`config.mk`:
```
export PLATFORM = sky130hd
export DESIGN_NAME = alu_seq
export DESIGN_NICKNAME = d
export VERILOG_FILES = /design/src/rtl/alu_seq.sv
export SDC_FILE = /design/constraint.sdc
export NUM_CORES = 1
export LEC_CHECK = 0
export CORE_MARGIN = 2
export CORE_UTILIZATION = 45
export CTS_CLUSTER_DIAMETER = 30
export DETAILED_ROUTE_END_ITERATION = 8
export GPL_TIMING_DRIVEN = 0
export PLACE_DENSITY = 0.65
export SETUP_SLACK_MARGIN = 0.05
export SYNTH_ARGS = -nofsm -noshare
export SYNTH_HDL_FRONTEND = slang
export SYNTH_SLANG_ARGS = --single-unit
```
`constraint.sdc`:
```
create_clock -name clk -period 3.6 [get_ports clk]
set_input_delay 0.36 -clock clk [delete_from_list [all_inputs] [get_ports clk]]
set_output_delay 0.36 -clock clk [all_outputs]
set_load 0.05 [all_outputs]
```
`src/rtl/alu_seq.sv`:
```
// Handshaked ALU: single-cycle arithmetic/logic/shift ops plus an iterative
// shift-add multiplier, with a registered result and Z/N/C/V flags.
module alu_seq #(
  parameter int WIDTH  = 16,
  parameter bit MUL_EN = 1'b1
) (
  input  logic             clk,
  input  logic             rst_n,
  input  logic             in_valid,
  output logic             in_ready,
  input  logic [WIDTH-1:0] in1,
  input  logic [WIDTH-1:0] in2,
  input  logic [2:0]       alu_op,
  output logic             out_valid,
  input  logic             out_ready,
  output logic [WIDTH-1:0] alu_out,
  output logic             z,
  output logic             n,
  output logic             c,
  output logic             v
);

  // state | meaning
  // IDLE  | ready for a new operation
  // BUSY  | multiplier stepping, one partial product per cycle
  // DONE  | result and flags presented until out_ready
  typedef enum logic [1:0] {
    IDLE = 2'd0,
    BUSY = 2'd1,
    DONE = 2'd2
  } state_t;

  localparam int CW = $clog2(WIDTH);

  localparam logic [2:0] OP_ADD = 3'd1;
  localparam logic [2:0] OP_SUB = 3'd2;
  localparam logic [2:0] OP_SHL = 3'd3;
  localparam logic [2:0] OP_SHR = 3'd4;
  localparam logic [2:0] OP_AND = 3'd5;
  localparam logic [2:0] OP_OR  = 3'd6;
  localparam logic [2:0] OP_MUL = 3'd7;

  state_t             state;
  logic [CW-1:0]      count;
  logic [2*WIDTH-1:0] acc;
  logic [2*WIDTH-1:0] mcand;
  logic [WIDTH-1:0]   mplier;

  logic [WIDTH:0]     sum_w;
  logic [WIDTH:0]     dif_w;
  logic [WIDTH:0]     shl_w;
  logic [WIDTH:0]     shr_w;
  logic [WIDTH-1:0]   res_c;
  logic               c_c;
  logic               v_c;
  logic [2*WIDTH-1:0] acc_nx;

  // Shifts run one bit wider so the last bit shifted out lands in the spare bit.
  always_comb begin
    sum_w = {1'b0, in1} + {1'b0, in2};
    dif_w = {1'b0, in1} - {1'b0, in2};
    shl_w = {1'b0, in1} << in2;
    shr_w = {in1, 1'b0} >> in2;
    res_c = '0;
    c_c   = 1'b0;
    v_c   = 1'b0;
    case (alu_op)
      OP_ADD: begin
        res_c = sum_w[WIDTH-1:0];
        c_c   = sum_w[WIDTH];
        v_c   = (in1[WIDTH-1] == in2[WIDTH-1]) && (sum_w[WIDTH-1] != in1[WIDTH-1]);
      end
      OP_SUB: begin
        res_c = dif_w[WIDTH-1:0];
        c_c   = dif_w[WIDTH];
        v_c   = (in1[WIDTH-1] != in2[WIDTH-1]) && (dif_w[WIDTH-1] != in1[WIDTH-1]);
      end
      OP_SHL: begin
        res_c = shl_w[WIDTH-1:0];
        c_c   = shl_w[WIDTH];
      end
      OP_SHR: begin
        res_c = shr_w[WIDTH:1];
        c_c   = shr_w[0];
      end
      OP_AND: res_c = in1 & in2;
      OP_OR:  res_c = in1 | in2;
      default: ;
    endcase
  end

  always_comb begin
    acc_nx = acc;
    if (mplier[0]) acc_nx = acc + mcand;
  end

  always_ff @(posedge clk or negedge rst_n) begin
    if (!rst_n) begin
      state     <= IDLE;
      in_ready  <= 1'b1;
      out_valid <= 1'b0;
      alu_out   <= '0;
      z         <= 1'b1;
      n         <= 1'b0;
      c         <= 1'b0;
      v         <= 1'b0;
      count     <= '0;
      acc       <= '0;
      mcand     <= '0;
      mplier    <= '0;
    end else begin
      case (state)
        IDLE: begin
          if (in_valid) begin
            in_ready <= 1'b0;
            if (MUL_EN && alu_op == OP_MUL) begin
              state  <= BUSY;
              count  <= '0;
              acc    <= '0;
              mcand  <= {{WIDTH{1'b0}}, in1};
              mplier <= in2;
            end else begin
              state     <= DONE;
              out_valid <= 1'b1;
              alu_out   <= res_c;
              z         <= (res_c == '0);
              n         <= res_c[WIDTH-1];
              c         <= c_c;
              v         <= v_c;
            end
          end
        end
        BUSY: begin
          if (count == CW'(WIDTH - 1)) begin
            state     <= DONE;
            out_valid <= 1'b1;
            alu_out   <= acc_nx[WIDTH-1:0];
            z         <= (acc_nx[WIDTH-1:0] == '0);
            n         <= acc_nx[WIDTH-1];
            c         <= |acc_nx[2*WIDTH-1:WIDTH];
            v         <= 1'b0;
            count     <= '0;
          end else begin
            acc    <= acc_nx;
            mcand  <= mcand << 1;
            mplier <= mplier >> 1;
            count  <= count + CW'(1);
          end
        end
        DONE: begin
          if (out_ready) begin
            state     <= IDLE;
            in_ready  <= 1'b1;
            out_valid <= 1'b0;
          end
        end
        default: begin
          state     <= IDLE;
          in_ready  <= 1'b1;
          out_valid <= 1'b0;
        end
      endcase
    end
  end

endmodule

```
# Word-level counts from Yosys, hierarchy flattened
# Index checks and enable logic that the tools add are counted.
# totals
reg_bits	108
latchBits	0
rom_bits	0
in_bits	39
mem_bits_rw	0
output_inout_bits	22
wordCells	107
memories	0
# op_classes
div_mod_pow	0
n_bitwise	3
n_mul	0
order_cmp	0
n_eq_ne	20
shift	2
mux	53
reduce_logical	13
add_sub_neg	4
# op_table
cell	n
$mux W32	7
$pmux W32 S2	2
$mux W16	6
$pmux W16 S6	1
$pmux W16 S2	2
$add A32 B32 Y32	1
$logic_not A16 Y1	2
$mux W1	18
$add A16 B16 Y17	1
$shl A16 B16 Y17	1
$shr A17 B16 Y17	1
$sub A16 B16 Y17	1
$and A16 B16 Y16	1
$or A16 B16 Y16	1
$reduce_or A16 Y1	1
$eq A3 B3 Y1 const B	4
$mux W4	3
$ne A2 B2 Y1 const B	6
$reduce_and A4 Y1	3
$pmux W1 S2	5
$reduce_and A3 Y1	3
$mux W2	4
$pmux W4 S2	1
$eq A3 B2 Y1 const B	2
other kinds (14)	18

# Longest topological paths before layout
# depth
ltp_word	7
ltp_mapped	16

# Worst setup path before layout
# Ideal clock, no wire load.
# synth_path
kind	in2reg
start	input in2[2]
end	register z
slack_ns	-0.389
setup_time_ns	0.091
required_ns	3.509
cell_stages	16
arrival_ns	3.899
path_cell_list	buf_2 > buf_2 > clkinv_1 > buf_1 > ha_1 > clkbuf_1 > nor3b_1 > nor3_1 > o21ai_0 > o41ai_1 > xor2_1 > a222oi_1 > o21ai_0 > nor4_1 > nand4_1 > o31ai_1
# synth_between
elab_chain_len	6
word_cells_on_any_way	11
cone_classes	add/sub: 2; shift: 2; mux: 4; bitwise: 2; reduce/logical: 1
# synth_lines
item	line_no	rtl
start: declaration	12	input logic [WIDTH-1:0] in2,
$sub A16 B16 Y17 (tied with other cells)	61	dif_w = {1'b0, in1} - {1'b0, in2};
$pmux W16 S6 (*)	67	case (alu_op)
$logic_not A16 Y1 (*)	126	z <= (res_c == '0);
$mux W1 (*)	116	if (MUL_EN && alu_op == OP_MUL) begin
$mux W1 (*)	114	if (in_valid) begin
$pmux W1 S2 (*)	112	case (state)
end signal: assignment	126	
end signal: assignment	138	z <= (acc_nx[WIDTH-1:0] == '0);
end: declaration	17	output logic z,
# Mark *: on every way between the ends. The rest lies on a longest branch, timed or not. The select of a mux whose other input is x is not followed.
# A chain may end at the register's enable or synchronous reset.

# Worst setup path in the final report
# layout_path
start	register mcand[0]
end	register c
# layout_between
elab_chain_len	5
# layout_lines
item	line_no	rtl
start: declaration	46	logic [2*WIDTH-1:0] mcand;
start signal: assignment	120	mcand <= {{WIDTH{1'b0}}, in1};
start signal: assignment	145	mcand <= mcand << 1;
$add A32 B32 Y32	94	if (mplier[0]) acc_nx = acc + mcand;
$mux W32	94	
$reduce_or A16 Y1	140	c <= |acc_nx[2*WIDTH-1:WIDTH];
$mux W1	134	if (count == CW'(WIDTH - 1)) begin
$pmux W1 S2	112	
end signal: assignment	140	
end: declaration	19	output logic c,
# Every way passes these cells. The select of a mux whose other input is x is not followed.

==> flow_summary_export.csv <==
group,metric,value,unit
critical_path,slowest_delay,0.44,ns
critical_path,worstSetupEndpointType,"flop",
critical_path,cp_slowest_cell,"sky130_fd_sc_hd__or4_4",
run_status,run_status,"complete, no violations",
power_and_ir_drop,p_leak,5.48,nW
global_routing,globalRouteMet2Util,54.1,%
critical_path,classification_of_the_worst_setup_path,"reg -> reg",
synthesis,synthDominantAreaCellType,"sky130_fd_sc_hd__dfrtp_1",
clocking,clock-root-buffer,"sky130_fd_sc_hd__clkbuf_16",
cells_and_area,final_layout_size_suffix_gt1_share,14.8,%
floorplan,die_height,158,µm
placed_design,io_buffers,60,
floorplan,placement_rows,56,
synthesis,yosysMostFrequentCell,"sky130_fd_sc_hd__nand2_1",
floorplan,design.portCount,61,
timing,period_minus_slack,3.60,ns
flow_run,maxCapViolCount,0,
synthesis,netlist_instances,1314,
synthesis,dominantRegCellSynth,"sky130_fd_sc_hd__dfrtp_1",
placed_design,pre_cts_slack,-1.98,ns
global_routing,globalRoute.totalOverflow,0,
clocking,cts_sinks,107,
cells_and_area,finalCoreUtilization,54.6,%
critical_path,worstRegToRegCells,12,
synthesis,synth_async_sr_flop_share,100,%
clocking,htree_levels,3,
clocking,tritoncts_clock_tree,"built",
global_routing,grt_max_degree,68,
global_routing,grt_util_met1,42.4,%
critical_path,worstPathCellList,"ha_4 > fa_2 > a211o_1 > a21oi_4 > a21oi_4 > or4_4 > a311o_1 > xor2_2 > a2111oi_2 > nand4_1 > o41ai_2 > nand2_1",
global_routing,grt_busiest_layer,"met2",
timing,postLayoutSetupSlackWorst,0.00490,ns
critical_path,cp.depth,12,
timing,timing.fmax,278,MHz
synthesis,synth.net_count,1436,
global_routing,grt_first_pass_wirelength,63.0,mm
global_routing,first_global_vias,10800,
route,ant_nets,0,
synthesis,yosys-top-cells-area,"sky130_fd_sc_hd__dfrtp_1, sky130_fd_sc_hd__ha_1, sky130_fd_sc_hd__o21ai_0",
synthesis,synth_edf_count,0,
critical_path,setup.worst_path.start_class,"flop",
synthesis,avgSynthCellArea,8.14,µm²
placed_design,placedInstanceArea,11700,µm²
timing,grt_setup_unrepaired,"yes",
global_routing,antenna_found_initial,0,
global_routing,groute.layer.met3.usage,4.46,%
cells_and_area,nNetsFinal,1530,
route,wirelength_routed,41.2,mm
critical_path,critical_path_peak_fanout,3,
synthesis,synthDistinctLibCells,93,
clocking,clk-insertion-delay-late,0.37,ns
clocking,clock_path_buffers,2,
synthesis,cell_area_after_synthesis,10700,µm²
clocking,cts_buffers,9,
min_path,hold_class,"reg -> reg",
timing,setup_violations,0,
cells_and_area,antenna-diode-count,0,
route,firstDrtPassIters,6,
timing,final.setup_skew,0.0147,ns
timing,final.period_utilization,99.9,%
timing,slew_headroom,42.0,%
cells_and_area,finish.instance_area,12800,µm²
cells_and_area,syn_to_final_growth,19.5,%
timing,maxSlewViolCount,0,
route,drt_iter0_markers,1153,
placed_design,gp_routability_congestion,1.06,
min_path,min_path_cells,2,
clocking,clkSlewWorstSetupHoldPaths,0.08,ns
global_routing,globalRouteTotalUtil,33.0,%
placed_design,detailedPlacementHpwl,31.5,mm
timing,hold_viol_final,0,
floorplan,start_util,45.7,%
power_and_ir_drop,power_per_cell_area,552,nW/µm²
synthesis,yosysTopAreaCellShare,24.6,%
route,via_count,11400,
synthesis,synth-warning-count,0,
route,avgViaCountPerCell,6.57,
critical_path,worst_ep_required_time,3.85,ns
synthesis,number_of_synthesized_register_bits,107,
route,post_drt_wl_per_cell,23.8,µm
critical_path,crit_arrival,3.84,ns
power_and_ir_drop,ir_drop,327,µV
floorplan,dieArea,25000,µm²
synthesis,ys_top_cells_by_count,"sky130_fd_sc_hd__nand2_1, sky130_fd_sc_hd__o21ai_0, sky130_fd_sc_hd__nor2_1",
critical_path,timing.critical_path.max_delay_family,"compound AO/OA/AOI/OAI gates",
route,detail_route.drc_violations,0,
synthesis,synth_seq_area_share,25.1,%
critical_path,critical_path_buffers_and_inverters,0,
floorplan,die_width,158,µm
floorplan,floorplan.core_area,23400,µm²
timing,max_slew.worst_pin.slew,0.870,ns
critical_path,path_common_cell,"sky130_fd_sc_hd__a21oi_4",
[placed cells by master, fill, tap and decap left out, drive strengths merged, types with 6 or more instances in the layout]
cell	netlist	final
o21ai	137	137
nand2	131	131
nor2	117	117
a21oi	116	116
dfrtp	105	105
ha	80	80
clkbuf	70	75
inv	57	60
buf	21	49
clkdlybuf4s50	0	44
a22o	29	29
mux4	28	28
mux2i	27	27
a21o	24	24
a211oi	24	24
nand3	23	23
nor3	23	23
nand2b	20	20
nand4	18	18
xnor2	14	14
a22oi	14	14
nor2b	13	13
o211ai	11	11
a31oi	11	11
mux2	10	10
and3	10	10
or3	9	9
o31ai	9	9
o221ai	9	9
nor3b	8	9
o22ai	8	8
a221oi	8	8
a221o	7	7
a211o	7	7
or4	7	7
o21bai	7	7
or2	6	6
[what timing repair did]
| action | 4_1_cts | 5_1_grt |
|---|---|---|
| hold endpoints to repair | 10 | 0 |
| endpoints found under the setup margin | 17 | 8 |
| gates cloned | 1 | 0 |
| hold buffers | 1 | 0 |
| setup buffers | 20 | 6 |
| pin swaps | 27 | 12 |
| resized for setup | 118 | 43 |
[area by class of cell]
cell class | count | area (µm²)
buffer | 85 | 487
clock buffer | 9 | 225
clock inverter | 7 | 93.8
fill | 2259 | 10600
inverter | 61 | 246
multi-input combinational | 1056 | 7820
sequential | 107 | 2680
tap | 319 | 399
timing repair buffer | 88 | 828
[power breakdown]
group | switching, mW | leakage (nW) | total, mW | internal, mW
Combinational | 2.50 | 3.93 | 4.02 | 1.52
Sequential | 0.340 | 1.39 | 1.96 | 1.62
Clock | 0.515 | 0.153 | 1.07 | 0.560
Total | 3.36 | 5.48 | 7.05 | 3.69
[sequential cells by signal, summed over array words and instances, names as in the netlist]
name	flops
c	1
mcand	32
mplier	16
v	1
z	1
out_valid	1
acc	32
state	2
count	4
alu_out	16
in_ready	1
[per-stage QoR]
| stage | cells | power, mW | hold WS (ns) | setup TNS [ns] |
|---|---|---|---|---|
| after floorplan | 1314 | 4.55 | 0.0644 | 0 |
| after global placement | 1693 | 5.67 | 0.465 | -235.37 |
| after detailed placement | 1694 | 5.72 | 0.383 | -20.57 |
| after CTS | 1727 | 6.95 | 0.487 | 0 |
| after global routing | 1732 | 7.49 | 0.525 | -0.196 |
| final | 1732 | 7.05 | 0.479 | 0 |
[logic make-up (layout without fill, tap and decap cells)]
family,Yosys count,after routing,share of synthesized area (%)
buffers and inverters,152,250,5.89
DFF,107,107,25.1
adders and majority gates,83,83,9.92
xor gates and xnor gates,19,19,1.56
muxes,65,65,9.48
and+or+nand+nor,405,406,18.1
AOI/OAI and AO/OA,483,483,30.0
[layer usage]
layer,vias to the layer above,routed length (µm)
met1,5574,16800
met4,0,2210
li1,5111,-
met5,-,0
met2,572,19200
met3,130,2930
[path summary, 6_finish.rpt]
check | start | end | slack, ns
worst max-delay path | mcand[0] | c | 0.005
max in group asynchronous | rst_n | in_ready | 2.28
worst min-delay path | out_valid | out_valid | 0.48
worst min register to register | out_valid | out_valid | 0.48
min in group asynchronous | rst_n | alu_out[8] | 0.54
worst max register to register | mcand[0] | c | 0.005
[worst register-to-register path, cell delays in order (launching register included)]
cell	delay (ns)
sky130_fd_sc_hd__dfrtp_1	0.42
sky130_fd_sc_hd__ha_4	0.19
sky130_fd_sc_hd__fa_2	0.37
sky130_fd_sc_hd__a211o_1	0.36
sky130_fd_sc_hd__a21oi_4	0.22
sky130_fd_sc_hd__a21oi_4	0.10
sky130_fd_sc_hd__or4_4	0.44
sky130_fd_sc_hd__a311o_1	0.32
sky130_fd_sc_hd__xor2_2	0.18
sky130_fd_sc_hd__a2111oi_2	0.33
sky130_fd_sc_hd__nand4_1	0.20
sky130_fd_sc_hd__o41ai_2	0.25
sky130_fd_sc_hd__nand2_1	0.09
Power figures use the tool's default switching activity.
